`config.mk`:
```
export PLATFORM = sky130hd
export DESIGN_NAME = pc_redirect_unit
export DESIGN_NICKNAME = d
export VERILOG_FILES = /design/src/rtl/pc_redirect_unit.sv
export SDC_FILE = /design/constraint.sdc
export NUM_CORES = 1
export LEC_CHECK = 0
export ABC_AREA = 0
export BUFFER_PORTS_ARGS = -buffer_cell sky130_fd_sc_hd__clkbuf_2
export CORE_MARGIN = 4
export CORE_UTILIZATION = 25
export DETAILED_ROUTE_END_ITERATION = 10
export GPL_TIMING_DRIVEN = 0
export HOLD_SLACK_MARGIN = 0.1
export PLACE_DENSITY = 0.42
export SLEW_MARGIN = 10
export SYNTH_ARGS = -nofsm -noshare
export SYNTH_HDL_FRONTEND = slang
export SYNTH_SLANG_ARGS = --single-unit
```
`constraint.sdc`:
```
create_clock -name clk_i -period 4 [get_ports clk_i]
set_input_delay 0.6 -clock clk_i [delete_from_list [all_inputs] [get_ports clk_i]]
set_output_delay 0.6 -clock clk_i [all_outputs]
set_load 0.01 [all_outputs]
```
`src/rtl/pc_redirect_unit.sv`:
```
// PC update unit: sequential step, jump/branch/jr redirects with priority,
// and a one-entry pending buffer that holds a redirect requested under stall.
module pc_redirect_unit #(
  parameter logic [31:0] RESET_PC = 32'h0000_0000
) (
  input  logic        clk_i,
  input  logic        rst_i,
  input  logic        stall_i,
  input  logic        jump_i,
  input  logic [25:0] jump_idx_i,
  input  logic        branch_i,
  input  logic [31:0] branch_off_i,
  input  logic        jr_i,
  input  logic [31:0] jr_addr_i,
  output logic [31:0] pc_o,
  output logic [31:0] pc_plus4_o,
  output logic        redirect_o,
  output logic        misalign_o
);

  typedef enum logic {RUN, PEND} state_e;

  typedef struct packed {
    logic        mis;
    logic [31:0] tgt;
  } redir_t;

  state_e      state_q, state_d;
  redir_t      req, pend_q, pend_d, sel;
  logic        req_vld;
  logic [31:0] pc_d;
  logic        redirect_d, misalign_d;

  assign pc_plus4_o = pc_o + 32'd4;

  // Highest-priority request wins; lower ones in the same cycle are dropped.
  always_comb begin : req_sel
    req_vld = 1'b0;
    req     = '0;
    if (jr_i) begin
      req_vld = 1'b1;
      req.mis = |jr_addr_i[1:0];
      req.tgt = {jr_addr_i[31:2], 2'b00};
    end else if (jump_i) begin
      req_vld = 1'b1;
      req.tgt = {pc_plus4_o[31:28], jump_idx_i, 2'b00};
    end else if (branch_i) begin
      req_vld = 1'b1;
      req.tgt = pc_plus4_o + (branch_off_i << 2);
    end
  end

  always_comb begin : next_state
    state_d    = state_q;
    pend_d     = pend_q;
    pc_d       = pc_o;
    redirect_d = 1'b0;
    misalign_d = 1'b0;
    sel        = req_vld ? req : pend_q;
    case (state_q)
      RUN: begin
        if (stall_i) begin
          if (req_vld) begin
            pend_d  = req;
            state_d = PEND;
          end
        end else if (req_vld) begin
          pc_d       = req.tgt;
          redirect_d = 1'b1;
          misalign_d = req.mis;
        end else begin
          pc_d = pc_plus4_o;
        end
      end
      PEND: begin
        if (stall_i) begin
          // Newest request replaces whatever is parked.
          if (req_vld) pend_d = req;
        end else begin
          pc_d       = sel.tgt;
          redirect_d = 1'b1;
          misalign_d = sel.mis;
          pend_d     = '0;
          state_d    = RUN;
        end
      end
      default: begin
        state_d = RUN;
        pend_d  = '0;
      end
    endcase
  end

  always_ff @(posedge clk_i) begin
    if (!rst_i) begin
      state_q    <= RUN;
      pend_q     <= '0;
      pc_o       <= RESET_PC;
      redirect_o <= 1'b0;
      misalign_o <= 1'b0;
    end else begin
      state_q    <= state_d;
      pend_q     <= pend_d;
      pc_o       <= pc_d;
      redirect_o <= redirect_d;
      misalign_o <= misalign_d;
    end
  end

endmodule

```
Yosys cells after proc, flatten, opt, wreduce, memory -nomap -nowiden
Cells that the tools add are included.
{"block": "totals", "ff_bits": 68, "out_inout_bits": 66, "elab_cells": 40}
{"block": "op_classes", "addsub": 2, "n_eq_ne": 3, "n_mux": 26, "n_bitwise": 1, "reduce_logical": 2}
{"cell": "$mux W32", "n": 6}
{"cell": "$mux W33", "n": 3}
{"cell": "$pmux W33 S2", "n": 1}
{"cell": "$pmux W32 S2", "n": 1}
{"cell": "$add A32 B3 Y32 const B", "n": 1}
{"cell": "$add A32 B32 Y32", "n": 1}
{"cell": "$mux W1", "n": 12}
{"cell": "$ne A2 B2 Y1 const B", "n": 3}
{"cell": "$pmux W1 S2", "n": 3}
{"cell": "$reduce_and A2 Y1", "n": 1}
{"cell": "$reduce_or A2 Y1", "n": 1}
{"cell": "$not A1 Y1", "n": 1}

Longest topological paths before layout
Gate-level depths: netlist of run 1.
{"block": "logic_depth", "depth_word": 8, "mapped_depth": 17, "mapped_depth_nobuf": 16}

Least setup slack after synthesis of run 1
Ideal clock, no wire load.
{"block": "synth_timing", "path_kind": "reg-to-reg", "from": "reg pc_o[2]", "to": "reg pc_o[30]", "setup_time_ns": 0.133, "arrival_time_ns": 3.830, "t_required_ns": 3.867, "setup_slack_ns": 0.038, "stages_incl_launch_ff": 17, "n_path_buf": 2, "cell_sequence": "dfxtp_1 > ha_1 > and2_1 > or3b_1 > clkbuf_1 > nand2b_1 > xnor2_1 > ha_1 > clkbuf_1 > nand2_1 > o21ai_1 > a31o_2 > a21o_1 > a221oi_1 > xnor2_1 > a221oi_1 > a21oi_1"}
{"block": "synth_between", "elab_chain_cells": 8, "word_cells_on_any_way": 10, "cone_classes": "add/sub: 2; mux: 8"}
{"item": "start: declaration", "line_no": "15", "text": "output logic [31:0] pc_o,"}
{"item": "start signal: assignment", "line_no": "104", "text": "pc_o <= pc_d;"}
{"item": "$add A32 B3 Y32 *", "line_no": "34", "text": "assign pc_plus4_o = pc_o + 32'd4;"}
{"item": "named net pc_plus4_o[24]", "line_no": "16", "text": "output logic [31:0] pc_plus4_o,"}
{"item": "$add A32 B32 Y32 *", "line_no": "49", "text": "req.tgt = pc_plus4_o + (branch_off_i << 2);"}
{"item": "$mux W32 *", "line_no": "47", "text": "end else if (branch_i) begin"}
{"item": "$mux W32 *", "line_no": "44", "text": "end else if (jump_i) begin"}
{"item": "$mux W32 *", "line_no": "40", "text": "if (jr_i) begin"}
{"item": "$mux W33 or $mux W32 (tied branches)"}
{"item": "$mux W32, on equally long branches", "line_no": "76, 62"}
{"item": "$pmux W32 S2 *", "line_no": "60", "text": "case (state_q)"}
Mark *: on every way through the listed nets, which the timed path passes. The rest lies on a longest branch. The select of a mux whose other input is x is not followed.
A chain may end at the register's enable or synchronous reset.

Worst setup path after layout of run 1
{"block": "layout_timing", "from": "reg pc_o[7]", "to": "reg pc_o[25]"}
{"block": "layout_between", "elab_chain_cells": 8, "word_cells_on_any_way": 10, "cone_classes": "add/sub: 2; mux: 8"}
{"item": "$add A32 B3 Y32 *", "line_no": "34"}
{"item": "$add A32 B32 Y32", "line_no": "49"}
{"item": "$mux W32", "line_no": "47"}
{"item": "$mux W32", "line_no": "44"}
{"item": "$mux W32", "line_no": "40"}
{"item": "$mux W33 or $mux W32 (tied branches)"}
{"item": "$mux W32, on equally long branches", "line_no": "76, 62"}
{"item": "$pmux W32 S2 *", "line_no": "60"}
Mark *: on every way between the ends. The rest lies on a longest branch, timed or not. The select of a mux whose other input is x is not followed.

==> flow_metrics.py, run 1 <==
metrics = {
    "placement": {
        "placed_area_um2": 6600,
        "place.gp.congestion": 0.881,
        "pre_cts_ws_ps": -805,
        "dp_hpwl_um": 20300,
        "port_buffers": 158,
    },
    "yosys": {
        "syn_inst": 711,
        "synth_cell_types": 63,
        "ys_ff_latch": 68,
        "postSynthAreaPerCell_um2": 7.67,
        "synth_area_um2": 5460,
        "synth_edf_count": 0,
        "async_flop_share": 0,
        "yosys_warnings": 0,
        "synthFlopType": "dfxtp_1",
        "ys_seq_area_frac": 0.250,
        "synth.area.top_cells": "dfxtp_1 (25%), ha_1 (8.0%), o21ai_0 (6.5%), xnor2_1 (6.4%), a21oi_1 (6.2%)",
        "synth_top_area_frac": 0.250,
        "syn-num-nets": 843,
        "yosys.area.top_type": "dfxtp_1",
    },
    "sta": {
        "setup_slack_ps": 138,
        "finalCritPeriodShare": 0.965,
        "slew_headroom": 0.314,
        "finalCriticalPeriod_ps": 3860,
        "worstMarginPinSlew_ps": 1030,
        "fmax_mhz": 259,
        "finalSetupTns_ps": 0,
        "holdWs_ps": 446,
        "fin_skew_ps": 8.73,
        "hold_viol_final": 0,
        "finalMaxSlewViolations": 0,
        "setup_viol": 0,
    },
    "detailed_routing": {
        "drt_first_pass_iters": 5,
        "drc": 0,
        "vias": 6305,
        "antenna_left": 0,
        "drt-initial-drc-count": 546,
        "via_per_inst": 5.36,
        "routed_wl_um": 26600,
        "wl_per_cell_um": 22.6,
    },
    "setup_path": {
        "reg2reg_depth": 15,
        "critPathKind": "flop to flop",
        "required_ps": 4190,
        "crit_chain": "and4_4 -> nand3_4 -> or3b_4 -> buf_4 -> nor2_1 -> xor2_2 -> ha_2 -> a21o_1 -> a21o_1 -> a21oi_1 -> a21boi_2 -> xnor2_1 -> a222oi_1 -> buf_4 -> a31oi_1",
        "cp.arrival_ps": 4050,
        "reg2reg_from": "pc_o[7]",
        "cp_slowest_cell": "or3b_4",
        "r2r_end": "pc_o[25]",
        "crit_path_end_kind": "flop",
        "start_kind": "flop",
        "r2r_slack_ps": 140,
        "crit_path_max_fanout": 7,
        "critical_path.max_stage_delay_ps": 490,
    },
    "status": {
        "outcome": "completed",
    },
    "power": {
        "comb_power_share": 0.333,
        "intPower_uw": 1570,
        "p_sw_frac": 0.356,
        "leakage_uw": 0.00324,
        "total_power_uw": 2440,
        "clkPwrFrac": 0.345,
        "irDropWorstVdd_v": 0.000183,
        "power_switching_uw": 868,
        "power_density_nw_per_um2": 326,
        "sequentialPowerShare": 0.323,
    },
    "clock_tree": {
        "cts_tree": "built",
        "clk_pin_slew_ps": 60,
        "clockBufferDepth": 2,
        "cts.sinks": 68,
        "cts_buffers": 9,
        "worstSkewPairLatency_ps": 350,
        "ctsHoldBuffers": 0,
        "cts_max_level": 3,
        "cts_root_buf": "clkbuf_16",
    },
    "grt": {
        "grt_max_degree": 12,
        "grt.overflow.total": 0,
        "grt_usage": 0.211,
        "grt_pass1_vias": 6039,
        "grt_pass1_wl_um": 38500,
        "antenna_found_initial": 0,
    },
    "floorplanning": {
        "die-area_um2": 24200,
        "floorplan.initialDensity": 0.257,
        "die_height_um": 156,
        "io-pin-count": 162,
        "placementRows": 53,
        "dieWidth_um": 156,
        "core-area_um2": 21200,
    },
    "final_layout": {
        "drive_above_1_share": 0.323,
        "multiInputGateArea_um2": 4270,
        "num_antenna_cells": 0,
        "final_area_um2": 7480,
        "nets": 1029,
        "fill_cells": 2345,
        "regArea_um2": 1390,
        "area_growth_pct": 37.2,
    },
    "hold_path": {
        "hp-class": "flop to flop",
        "min_from": "pend_q[10]",
        "min_to": "pend_q[10]",
        "hold_depth": 2,
    },
    "flow_run": {
        "maxCapViolations": 0,
    },
}
[cell families (layout without fill, tap and decap cells)]
logic type	after synthesis	in the layout	share of synthesized area
buffers and inverters	60	251	0.0433
and+or+nand+nor	206	206	0.181
DFF	68	68	0.250
AOI/OAI and AO/OA	279	279	0.340
muxes	7	7	0.0138
adders and majority gates	36	36	0.0839
xor gates and xnor gates	55	55	0.0883
[routing by layer]
metal / up-vias / track usage / part of all wire
met2: 235 / 0.336 / 0.46
li1: 3023 / - / -
met1: 3030 / 0.297 / 0.46
met3: 17 / 0.0433 / 0.066
met5: - / 0 / 0
met4: 0 / 0.0446 / 0.012
[power groups by stage]
stage / registers [uW] / clock network [uW] / logic, uW
floorplan: 786 / 0 / 456
global placement: 792 / 0 / 745
detailed placement: 791 / 0 / 744
CTS: 783 / 841 / 766
global route: 793 / 873 / 885
finish: 787 / 841 / 812
[sequential cells by signal, indices dropped and copies added, names as in the netlist]
signal and cells:
state_q 1, misalign_o 1, redirect_o 1, pend_q 33, pc_o 32
[timing repair]
item                       4_1_cts  5_1_grt
setup endpoints to repair       35       21
pin swaps                        5       12
buffers inserted                 5       18
gates cloned                     0        0
resized for setup               50       48
[critical path, delay by kind of cell (launching register included)]
kind	cells	cell delay [ps]
compound gates	6	1120
xor+xnor	2	330
fa+ha+maj	1	360
simple gates	4	1100
buf+inv	2	360
flops	1	420
[how the worst max path moves through the flow]
stage              from    endpoint  slack, ps
6_report        pc_o[7]    pc_o[25]        140
5_1_grt        pc_o[21]  pend_q[31]        -40
4_1_cts        pc_o[20]  pend_q[30]        0.1
3_5_place_dp    pc_o[2]    pc_o[30]       -810
3_3_place_gp    pc_o[2]  pend_q[30]       -880
2_1_floorplan   pc_o[2]    pc_o[30]         40
[cells in the mapped netlist, types with 5 or more instances]
library cell  number
clkbuf_1          38
nand4_1            9
a21oi_1           68
o21a_1             5
ha_1              35
a31oi_1           11
o211ai_1          13
a22o_1            15
nand3_1           23
o22ai_1            5
xnor2_1           40
xor2_1            15
and3_1             7
o21ai_0           71
nor2_1            45
inv_1             12
nor3_1             9
and2_1             7
nand2b_1          14
a21o_1            16
nor2b_1            5
a22oi_1           10
nand2_1           70
a221o_1           12
o31ai_1            7
dfxtp_1           68
and4_1             5
a221oi_1          13
[metrics by stage]
| stage | util | instances |
|---|---|---|
| 2_1_floorplan | - | 711 |
| 3_3_place_gp | 0.311 | 1144 |
| 3_5_place_dp | 0.311 | 1144 |
| 4_1_cts | 0.336 | 1163 |
| 5_1_grt | 0.353 | 1177 |
| 6_report | 0.353 | 1177 |
[placed cells by master, fill, tap and decap left out, drive strengths merged, types with 4 or more instances in the layout]
cell	instances
nand4	9
o21a	5
nand2	70
and4	5
clkbuf	202
nor2	45
nor4	4
o211ai	13
nor3	11
and3	7
o31a	4
dfxtp	68
and2	7
o31ai	7
buf	32
a21o	16
nand2b	14
a221oi	13
nand3	23
a22oi	10
a22o	15
a31oi	12
nor2b	5
mux2	4
inv	12
xor2	15
a21oi	69
xnor2	40
o21ai	73
ha	35
a221o	12
o22ai	5
[final cells by class]
type / instances / share of cell area
repair buffers: 181 / 0.129
clock inverters: 4 / 0.00635
well taps: 275 / 0.0460
plain buffers: 41 / 0.0221
inverters: 13 / 0.00652
multi-input cells: 583 / 0.570
flip-flops and latches: 68 / 0.186
clock buffers: 12 / 0.0343
Note: power is estimated with default switching activity, not from simulation.
==> run 2: changes to the inputs <==
RECOVER_POWER = 50   (was unset)
==> flow_metrics.py, run 2 (synthesis gave the netlist of run 1 again) <==
metrics = {
    "sta": {
        "finalCriticalPeriod_ps": 3870,
        "fmax_mhz": 258,
        "hold_viol_final": 0,
        "fin_skew_ps": 8.72,
        "slew_headroom": 0.313,
        "holdWs_ps": 446,
        "setup_viol": 0,
        "worstMarginPinSlew_ps": 1030,
        "finalSetupTns_ps": 0,
        "finalMaxSlewViolations": 0,
        "finalCritPeriodShare": 0.968,
    },
    "setup_path": {
        "crit_path_end": "pc_o[25]",
        "crit_path_start": "pc_o[7]",
        "r2r_end": "pc_o[25]",
        "start_kind": "flop",
        "reg2reg_depth": 15,
        "critPathKind": "flop to flop",
        "crit_path_end_kind": "flop",
        "cp.arrival_ps": 4060,
        "required_ps": 4190,
        "reg2reg_from": "pc_o[7]",
        "crit_path_max_fanout": 7,
        "r2r_slack_ps": 130,
    },
    "final_layout": {
        "num_antenna_cells": 0,
        "fill_cells": 2347,
        "area_growth_pct": 37.0,
        "largest_reg_flops": 33,
        "regArea_um2": 1390,
        "multiInputGateArea_um2": 4270,
        "largestRegisters": "pend_q x33, pc_o x32",
        "final_common_cell": "clkbuf_2",
        "mostFrequentLayoutCells": "clkbuf_2 (152), o21ai_0 (68), nand2_1 (68), a21oi_1 (61), dfxtp_1 (54)",
        "drive_above_1_share": 0.314,
        "top_register": "pend_q",
        "nets": 1029,
    },
    "floorplanning": {
        "placementRows": 53,
        "die_height_um": 156,
        "floorplan.initialDensity": 0.257,
        "core-area_um2": 21200,
        "io-pin-count": 162,
        "dieWidth_um": 156,
        "die-area_um2": 24200,
    },
    "clock_tree": {
        "clk_pin_slew_ps": 60,
        "worstSkewPairLatency_ps": 350,
        "cts_tree": "built",
        "cts.sinks": 68,
        "cts_root_buf": "clkbuf_16",
        "ctsHoldBuffers": 0,
        "cts_buffers": 9,
        "clockBufferDepth": 2,
        "cts_max_level": 3,
    },
    "detailed_routing": {
        "wl_met2_um": 12200,
        "wl_per_cell_um": 22.6,
        "met1_length_um": 12400,
        "drc": 0,
        "via_per_inst": 5.35,
        "routed.top_layer": "met4",
        "drt_first_pass_iters": 7,
        "vias": 6295,
        "dr_wl_met3_um": 1710,
        "drt-initial-drc-count": 546,
        "routed_wl_um": 26600,
        "antenna_left": 0,
    },
    "flow_run": {
        "maxCapViolations": 0,
    },
    "status": {
        "outcome": "completed",
    },
    "power": {
        "power_density_nw_per_um2": 326,
        "leakage_uw": 0.00322,
        "irDropWorstVdd_v": 0.000183,
    },
    "hold_path": {
        "hp-class": "flop to flop",
    },
    "grt": {
        "grt_pass1_wl_um": 38500,
        "antenna_found_initial": 0,
        "grt.overflow.total": 0,
        "grt_pass1_vias": 6039,
        "grt_usage": 0.211,
        "grt_max_degree": 12,
    },
    "placement": {
        "dp_hpwl_um": 20300,
        "place.gp.congestion": 0.881,
        "port_buffers": 158,
    },
}
run 2: layer usage:
metal,GRT usage,vias up
met5,0,-
met1,0.297,3027
met2,0.336,226
li1,-,3025
met4,0.0446,0
met3,0.0433,17
run 2: area by class of cell:
class / count / area share
multi-input combinational: 583 / 0.571
clock buffer: 12 / 0.0343
timing repair buffer: 181 / 0.128
tap: 275 / 0.0460
inverter: 13 / 0.00653
buffer: 41 / 0.0221
sequential: 68 / 0.186
clock inverter: 4 / 0.00636
run 2: how the worst min path moves through the flow:
| stage | slack, ps | end | start | cells past startpoint |
|---|---|---|---|---|
| floorplan | 420 | pend_q[10] | pend_q[10] | 2 |
| global placement | 430 | pend_q[10] | pend_q[10] | 2 |
| detailed placement | 440 | pend_q[6] | pend_q[6] | 2 |
| CTS | 450 | pend_q[6] | pend_q[6] | 2 |
| global route | 480 | pend_q[13] | pend_q[13] | 2 |
| finish | 450 | pend_q[10] | pend_q[10] | 2 |
run 2: per-stage QoR:
| step | instances | util | worst slack, ps | instance area, um^2 | power, uW |
|---|---|---|---|---|---|
| floorplan | 711 | - | 37.7 | 5460 | 1240 |
| global placement | 1144 | 0.311 | -883 | 6590 | 1540 |
| detailed placement | 1144 | 0.311 | -805 | 6600 | 1540 |
| CTS | 1163 | 0.336 | 0.0968 | 7130 | 2390 |
| global route | 1177 | 0.352 | -35.6 | 7470 | 2550 |
| finish | 1177 | 0.352 | 127 | 7470 | 2440 |
run 2: power breakdown:
part	total (uW)	switching (uW)	leakage [uW]	internal (uW)
registers	786	59.7	0.000566	727
clock network	841	326	0.000149	515
logic	812	484	0.00251	329
run 2: timing repair:
item / 4_1_cts / 5_1_grt
pin swaps: 5 / 12
buffers inserted: 5 / 18
setup endpoints to repair: 35 / 21
resized for setup: 50 / 48
run 2: critical path, stage by stage (launching register included):
cell	delay [ps]
dfxtp_2	420
and4_4	280
nand3_4	160
or3b_4	490
buf_4	180
nor2_1	170
xor2_2	260
ha_2	360
a21o_1	200
a21o_1	180
a21oi_1	190
a21boi_2	200
xnor2_1	80
a222oi_1	290
buf_4	180
a31oi_1	70
